`src/rtl/servo_slew_driver_if.sv`:
```
// Bin input and servo output bundle for servo_slew_driver.
// The localizer side (master) drives bins; the driver (slave) returns PWM and status.
interface servo_slew_driver_if;
    logic [3:0]  bin_in;
    logic        bin_valid_in;
    logic        pwm_out;
    logic [3:0]  target_bin_out;
    logic [20:0] pulse_width_out;
    logic        settled_out;

    modport master (
        output bin_in,
        output bin_valid_in,
        input  pwm_out,
        input  target_bin_out,
        input  pulse_width_out,
        input  settled_out
    );

    modport slave (
        input  bin_in,
        input  bin_valid_in,
        output pwm_out,
        output target_bin_out,
        output pulse_width_out,
        output settled_out
    );
endinterface

```
`src/rtl/servo_slew_driver.sv`:
```
// Debounced direction bin -> rate-limited 50 Hz servo PWM.
// Define SERVO_SLEW_EN for slew-limited width changes; otherwise the width jumps at each boundary.
module servo_slew_driver #(
    parameter int unsigned PERIOD_CYCLES = 1966080,
    parameter int unsigned MIN_PULSE     = 98304,
    parameter int unsigned MAX_PULSE     = 196608,
    parameter int unsigned NUM_BINS      = 16,
    parameter int unsigned STABLE_COUNT  = 3,
    parameter int unsigned SLEW_STEP     = 4096,
    parameter int unsigned RESET_BIN     = 8
) (
    input  logic         clk_in,
    input  logic         rst_in,
    servo_slew_driver_if.slave bus_if
);

    localparam int unsigned STEP_PER_BIN = (MAX_PULSE - MIN_PULSE) / (NUM_BINS - 1);

    localparam logic [20:0] L_MIN_W       = 21'(MIN_PULSE);
    localparam logic [20:0] L_STEP_W      = 21'(STEP_PER_BIN);
    localparam logic [20:0] L_PERIOD_LAST = 21'(PERIOD_CYCLES - 1);
    localparam logic [20:0] L_RESET_W     = 21'(MIN_PULSE + RESET_BIN * STEP_PER_BIN);
    localparam logic [4:0]  L_NUM_BINS    = 5'(NUM_BINS);
    localparam logic [3:0]  L_MAX_BIN     = 4'(NUM_BINS - 1);
    localparam logic [3:0]  L_STABLE      = 4'(STABLE_COUNT);
    localparam logic [3:0]  L_RESET_BIN   = 4'(RESET_BIN);
`ifdef SERVO_SLEW_EN
    localparam logic [20:0] L_SLEW        = 21'(SLEW_STEP);
`endif

    function automatic logic [20:0] width_of(input logic [3:0] b);
        return L_MIN_W + 21'(b) * L_STEP_W;
    endfunction

    logic [20:0] r_cnt;
    logic [20:0] r_active;
    logic [20:0] r_target_w;
    logic [3:0]  r_target_bin;
    logic [3:0]  r_cand;
    logic [3:0]  r_count;
    logic        r_pwm;
    logic        r_settled;

    logic [3:0]  w_bin_clamped;
    logic [3:0]  w_cand_d;
    logic [3:0]  w_count_d;
    logic [3:0]  w_target_bin_d;
    logic [20:0] w_target_w_d;
    logic        w_boundary;
    logic [20:0] w_cnt_d;
    logic [20:0] w_active_d;

    always_comb begin
        w_bin_clamped  = ({1'b0, bus_if.bin_in} >= L_NUM_BINS) ? L_MAX_BIN : bus_if.bin_in;
        w_cand_d       = r_cand;
        w_count_d      = r_count;
        w_target_bin_d = r_target_bin;
        w_target_w_d   = r_target_w;

        if (bus_if.bin_valid_in) begin
            if (w_bin_clamped == r_cand) begin
                if (r_count != L_STABLE) begin
                    w_count_d = r_count + 4'd1;
                end
            end else begin
                w_cand_d  = w_bin_clamped;
                w_count_d = 4'd1;
            end
            // Saturated count keeps re-asserting the same target, which is harmless.
            if (w_count_d == L_STABLE) begin
                w_target_bin_d = w_cand_d;
                w_target_w_d   = width_of(w_cand_d);
            end
        end

        w_boundary = (r_cnt == L_PERIOD_LAST);
        w_cnt_d    = w_boundary ? 21'd0 : r_cnt + 21'd1;

        // Slew uses the registered target, so a same-cycle target update waits a period.
        w_active_d = r_active;
        if (w_boundary) begin
`ifdef SERVO_SLEW_EN
            if (r_active < r_target_w) begin
                w_active_d = (r_target_w - r_active > L_SLEW) ? r_active + L_SLEW : r_target_w;
            end else if (r_active > r_target_w) begin
                w_active_d = (r_active - r_target_w > L_SLEW) ? r_active - L_SLEW : r_target_w;
            end
`else
            w_active_d = r_target_w;
`endif
        end
    end

    always_ff @(posedge clk_in or posedge rst_in) begin
        if (rst_in) begin
            r_cnt        <= 21'd0;
            r_active     <= L_RESET_W;
            r_target_w   <= L_RESET_W;
            r_target_bin <= L_RESET_BIN;
            r_cand       <= L_RESET_BIN;
            r_count      <= 4'd0;
            r_pwm        <= 1'b0;
            r_settled    <= 1'b1;
        end else begin
            r_cnt        <= w_cnt_d;
            r_active     <= w_active_d;
            r_target_w   <= w_target_w_d;
            r_target_bin <= w_target_bin_d;
            r_cand       <= w_cand_d;
            r_count      <= w_count_d;
            r_pwm        <= (r_cnt < r_active);
            r_settled    <= (w_active_d == w_target_w_d);
        end
    end

    assign bus_if.pwm_out         = r_pwm;
    assign bus_if.target_bin_out  = r_target_bin;
    assign bus_if.pulse_width_out = r_active;
    assign bus_if.settled_out     = r_settled;

endmodule

```
`src/flat_wrapper.sv`:
```
// flat-port wrapper written by rule: the top's interface ports become plain ports
module servo_slew_driver_flat 
#(
    parameter int unsigned PERIOD_CYCLES = 1966080,
    parameter int unsigned MIN_PULSE     = 98304,
    parameter int unsigned MAX_PULSE     = 196608,
    parameter int unsigned NUM_BINS      = 16,
    parameter int unsigned STABLE_COUNT  = 3,
    parameter int unsigned SLEW_STEP     = 4096,
    parameter int unsigned RESET_BIN     = 8
)
  (clk_in, rst_in, bus_if_bin_in, bus_if_bin_valid_in, bus_if_pwm_out, bus_if_target_bin_out, bus_if_pulse_width_out, bus_if_settled_out);
  servo_slew_driver_if bus_if_i ();
  input  logic clk_in;
  input  logic rst_in;
  input wire logic [$bits(bus_if_i.bin_in)-1:0] bus_if_bin_in;
  input wire logic [$bits(bus_if_i.bin_valid_in)-1:0] bus_if_bin_valid_in;
  output wire logic [$bits(bus_if_i.pwm_out)-1:0] bus_if_pwm_out;
  output wire logic [$bits(bus_if_i.target_bin_out)-1:0] bus_if_target_bin_out;
  output wire logic [$bits(bus_if_i.pulse_width_out)-1:0] bus_if_pulse_width_out;
  output wire logic [$bits(bus_if_i.settled_out)-1:0] bus_if_settled_out;
  assign bus_if_i.bin_in = bus_if_bin_in;
  assign bus_if_i.bin_valid_in = bus_if_bin_valid_in;
  assign bus_if_pwm_out = bus_if_i.pwm_out;
  assign bus_if_target_bin_out = bus_if_i.target_bin_out;
  assign bus_if_pulse_width_out = bus_if_i.pulse_width_out;
  assign bus_if_settled_out = bus_if_i.settled_out;
  servo_slew_driver #(.PERIOD_CYCLES(PERIOD_CYCLES), .MIN_PULSE(MIN_PULSE), .MAX_PULSE(MAX_PULSE), .NUM_BINS(NUM_BINS), .STABLE_COUNT(STABLE_COUNT), .SLEW_STEP(SLEW_STEP), .RESET_BIN(RESET_BIN)) u_core (.clk_in(clk_in), .rst_in(rst_in), .bus_if(bus_if_i));
endmodule
```
`config.mk`:
```
export PLATFORM = sky130hd
export DESIGN_NAME = servo_slew_driver_flat
export DESIGN_NICKNAME = d
export VERILOG_FILES = /design/src/rtl/servo_slew_driver_if.sv /design/src/rtl/servo_slew_driver.sv /design/src/flat_wrapper.sv
export SDC_FILE = /design/constraint.sdc
export NUM_CORES = 1
export LEC_CHECK = 0
export BUFFER_PORTS_ARGS = -buffer_cell sky130_fd_sc_hd__buf_2
export CAP_MARGIN = 0
export CORE_ASPECT_RATIO = 0.6
export CORE_UTILIZATION = 55
export DETAILED_ROUTE_END_ITERATION = 8
export PLACE_DENSITY = 0.74
export SLEW_MARGIN = 5
export SYNTH_ARGS = -nofsm -noshare
export SYNTH_HDL_FRONTEND = slang
export SYNTH_SLANG_ARGS = --single-unit
```
`constraint.sdc`:
```
create_clock -name clk_in -period 5.3 [get_ports clk_in]
set_input_delay 0.265 -clock clk_in [delete_from_list [all_inputs] [get_ports clk_in]]
set_output_delay 0.265 -clock clk_in [all_outputs]
set_load 0.1 [all_outputs]
```
==> results_dict.tcl <==
set metrics [dict create \
    start_util_pct 58.4 \
    io_buffers 33 \
    die_h_microns 73.8 \
    path_max_fanout 8 \
    hold_viol 0 \
    rows 25 \
    drv_slew 0 \
    synth_largest_area_cell "dfrtp_1" \
    tightest_slew_ns 0.963 \
    path_class "in -> reg" \
    drv_cap 0 \
    outcome "finished, final reports clean" \
    r2r_slack_ns 1.98 \
    core-area_sq_um 8100 \
    setup_viol_count_final 0 \
    multi_input_area_sq_um 2560 \
    grt_pass1_vias 3517 \
    synth_top_area_share_pct 31.7 \
    synth_nets 539 \
    drtIter0Drc 310 \
    syn_area_per_cell_sq_um 9.62 \
    p_leak_nw 2.57 \
    ff_latch_area_sq_um 1950 \
    synth_top_family_by_area "simple AND/OR/NAND/NOR gates" \
    drive_above_1_share_pct 18.2 \
    ir_drop_mv 0.232 \
    cts_resized 0 \
    insertion_delay_ns 0.34 \
    synth-compound-area-share_pct 14.0 \
    overflow 0 \
    grt_pass1_wl_microns 18000 \
    synthTopCellsByCount "dfrtp_1, nand2_1, ha_1" \
    hold_ws_ns 0.229 \
    synthAdderAreaFrac_pct 10.7 \
    clock.fmax_mhz 282 \
    yosysSeqAreaShare_pct 41.2 \
    worst_setup_path_start_kind "input pin" \
    finalPower_mw 1.61 \
    die_w_microns 122 \
    synth_xor_area_share_pct 9.07 \
    critPathRequiredTime_ns 5.55 \
    numCtsBuffers 9 \
    cts_tree "built" \
    min_period_ns 3.55 \
    synthTopCellsByArea "dfrtp_1, ha_1, dfstp_2" \
    ctsHtreeMaxLevel 3 \
    nets 565 \
    syn_area_sq_um 4730 \
    post-route-period-util_pct 67.0 \
    synth_cells 492 \
    synth-edff-count 0 \
    diodes 0 \
    cts.clk_slew.worst_paths_ns 0.06 \
    wl_microns 10800 \
    rsz0062_at_grt "no" \
    ys.flop_type "dfrtp_1" \
    endpoint_kind "flip-flop" \
    synthMuxAreaShare_pct 5.05 \
    antenna_left 0 \
    cts-root-buf "clkbuf_16" \
    wl_per_cell_microns 17.2 \
    hp-class "in -> async" \
    synth.distinct_cells 51 \
    remaining_drc_errors 0 \
    grt_start_max_net_pins 78 \
    utilization_pct 65.0 \
    arrival_ns 3.80 \
    fin_skew_ns 0.00854 \
    yosysWarnings 0 \
    setup_tns_ns 0 \
    clockBufferDepth 2 \
    synthMostInstantiatedCell "dfrtp_1" \
    async_flop_share_pct 100 \
    place_congestion 0.858 \
    pwr_density_cell_nw_per_um2 305 \
    vias_per_cell 5.87 \
    antenna_found_initial 0 \
    areaGrowthSynthToFinish_pct 11.2 \
    cts_setup_buffers 0 \
    fillers 650 \
    synth-simple-area-share_pct 15.3 \
    grt_use_total_pct 26.9 \
    io_pins 34 \
    firstDrtPassIters 5 \
    routed-via-count 3704 \
    die_area_sq_um 8990 \
    relSlewSlack_pct 35.8 \
    hold_buffers 0 \
    synth_seq_cells 77 \
    hpwlAfterDp_microns 7830 \
    cts.sinks 77 \
]
[routing by layer]
| layer | share of wire (%) | global-route usage (%) | routed length, microns | vias up |
|---|---|---|---|---|
| met4 | 1.2 | 6.58 | 127 | 0 |
| met1 | 50 | 39.1 | 5470 | 1819 |
| li1 | - | - | - | 1765 |
| met3 | 6.2 | 6.99 | 677 | 12 |
| met5 | 0 | 0 | 0 | - |
| met2 | 42 | 39.8 | 4560 | 108 |
[cells by family (layout without fill, tap and decap cells)]
group           after synthesis  in the layout
simple gates                151            151
compound gates              103            103
flops                        77             77
buf+inv                      51             82
xor+xnor                     49             49
fa+ha+maj                    40             40
mux                          21             21
[critical path: stages]
cell	delay (ns)
buf_2	0.15
inv_1	0.07
ha_1	0.21
ha_1	0.18
or2_2	0.27
ha_1	0.27
ha_1	0.40
and3_1	0.24
a221oi_1	0.47
o21bai_1	0.16
xnor2_1	0.14
o21ai_0	0.30
xor2_1	0.11
a211o_1	0.29
nor4_2	0.26
[cell usage in the layout, fill, tap and decap left out, types with 17 or more instances in the layout]
cell type / count
mux2_2: 19
xor2_1: 23
dfrtp_1: 60
nand3_1: 18
nor2_1: 32
buf_2: 33
dfstp_2: 17
nand2_1: 54
xnor2_1: 26
ha_1: 39
inv_1: 28
o21ai_0: 36
[power breakdown]
part / switching [mW] / internal [mW] / total [mW] / leakage [nW]
Sequential: 0.0287 / 0.634 / 0.663 / 0.985
Clock: 0.241 / 0.401 / 0.641 / 0.158
Combinational: 0.193 / 0.108 / 0.301 / 1.42
Total: 0.462 / 1.14 / 1.61 / 2.57
[final cells by class]
type                       instances  area share, %
sequential                        77           37.0
multi-input combinational        364           48.7
inverter                          29           2.07
clock inverter                     4          0.856
timing repair buffer              37           3.71
tap                              108           2.57
clock buffer                      12           5.06
[registers in the layout, summed over array words and instances, names as in the netlist]
name and cells:
u_core.bus_if.pulse_width_out 21, u_core.r_target_w 21, u_core.r_cnt 21, u_core.bus_if.pwm_out 1
u_core.r_count 4, u_core.bus_if.target_bin_out 4, u_core.r_cand 4, u_core.bus_if.settled_out 1
[path summary, 6_finish.rpt]
kind,start,endpoint,cells after the start
min in group clk_in,bus_if_bin_in[0],u_core.bus_if.target_bin_out[0],3
max in group asynchronous,rst_in,u_core.r_cand[0],3
worst max register to register,u_core.r_cnt[1],u_core.bus_if.settled_out,9
worst min-delay path,rst_in,u_core.r_cnt[17],3
worst min register to register,u_core.bus_if.target_bin_out[0],u_core.bus_if.target_bin_out[0],2
worst max-delay path,bus_if_bin_in[2],u_core.bus_if.settled_out,15
[through the flow]
stage                     cells  setup WS [ns]  area [sq um]
after floorplan             492           1.73          4730
after global placement      615           1.53          4950
after detailed placement    615           1.42          4950
after CTS                   631           1.76          5260
after global routing        631           1.51          5260
final                       631           1.75          5260
Power figures use the tool's default switching activity.
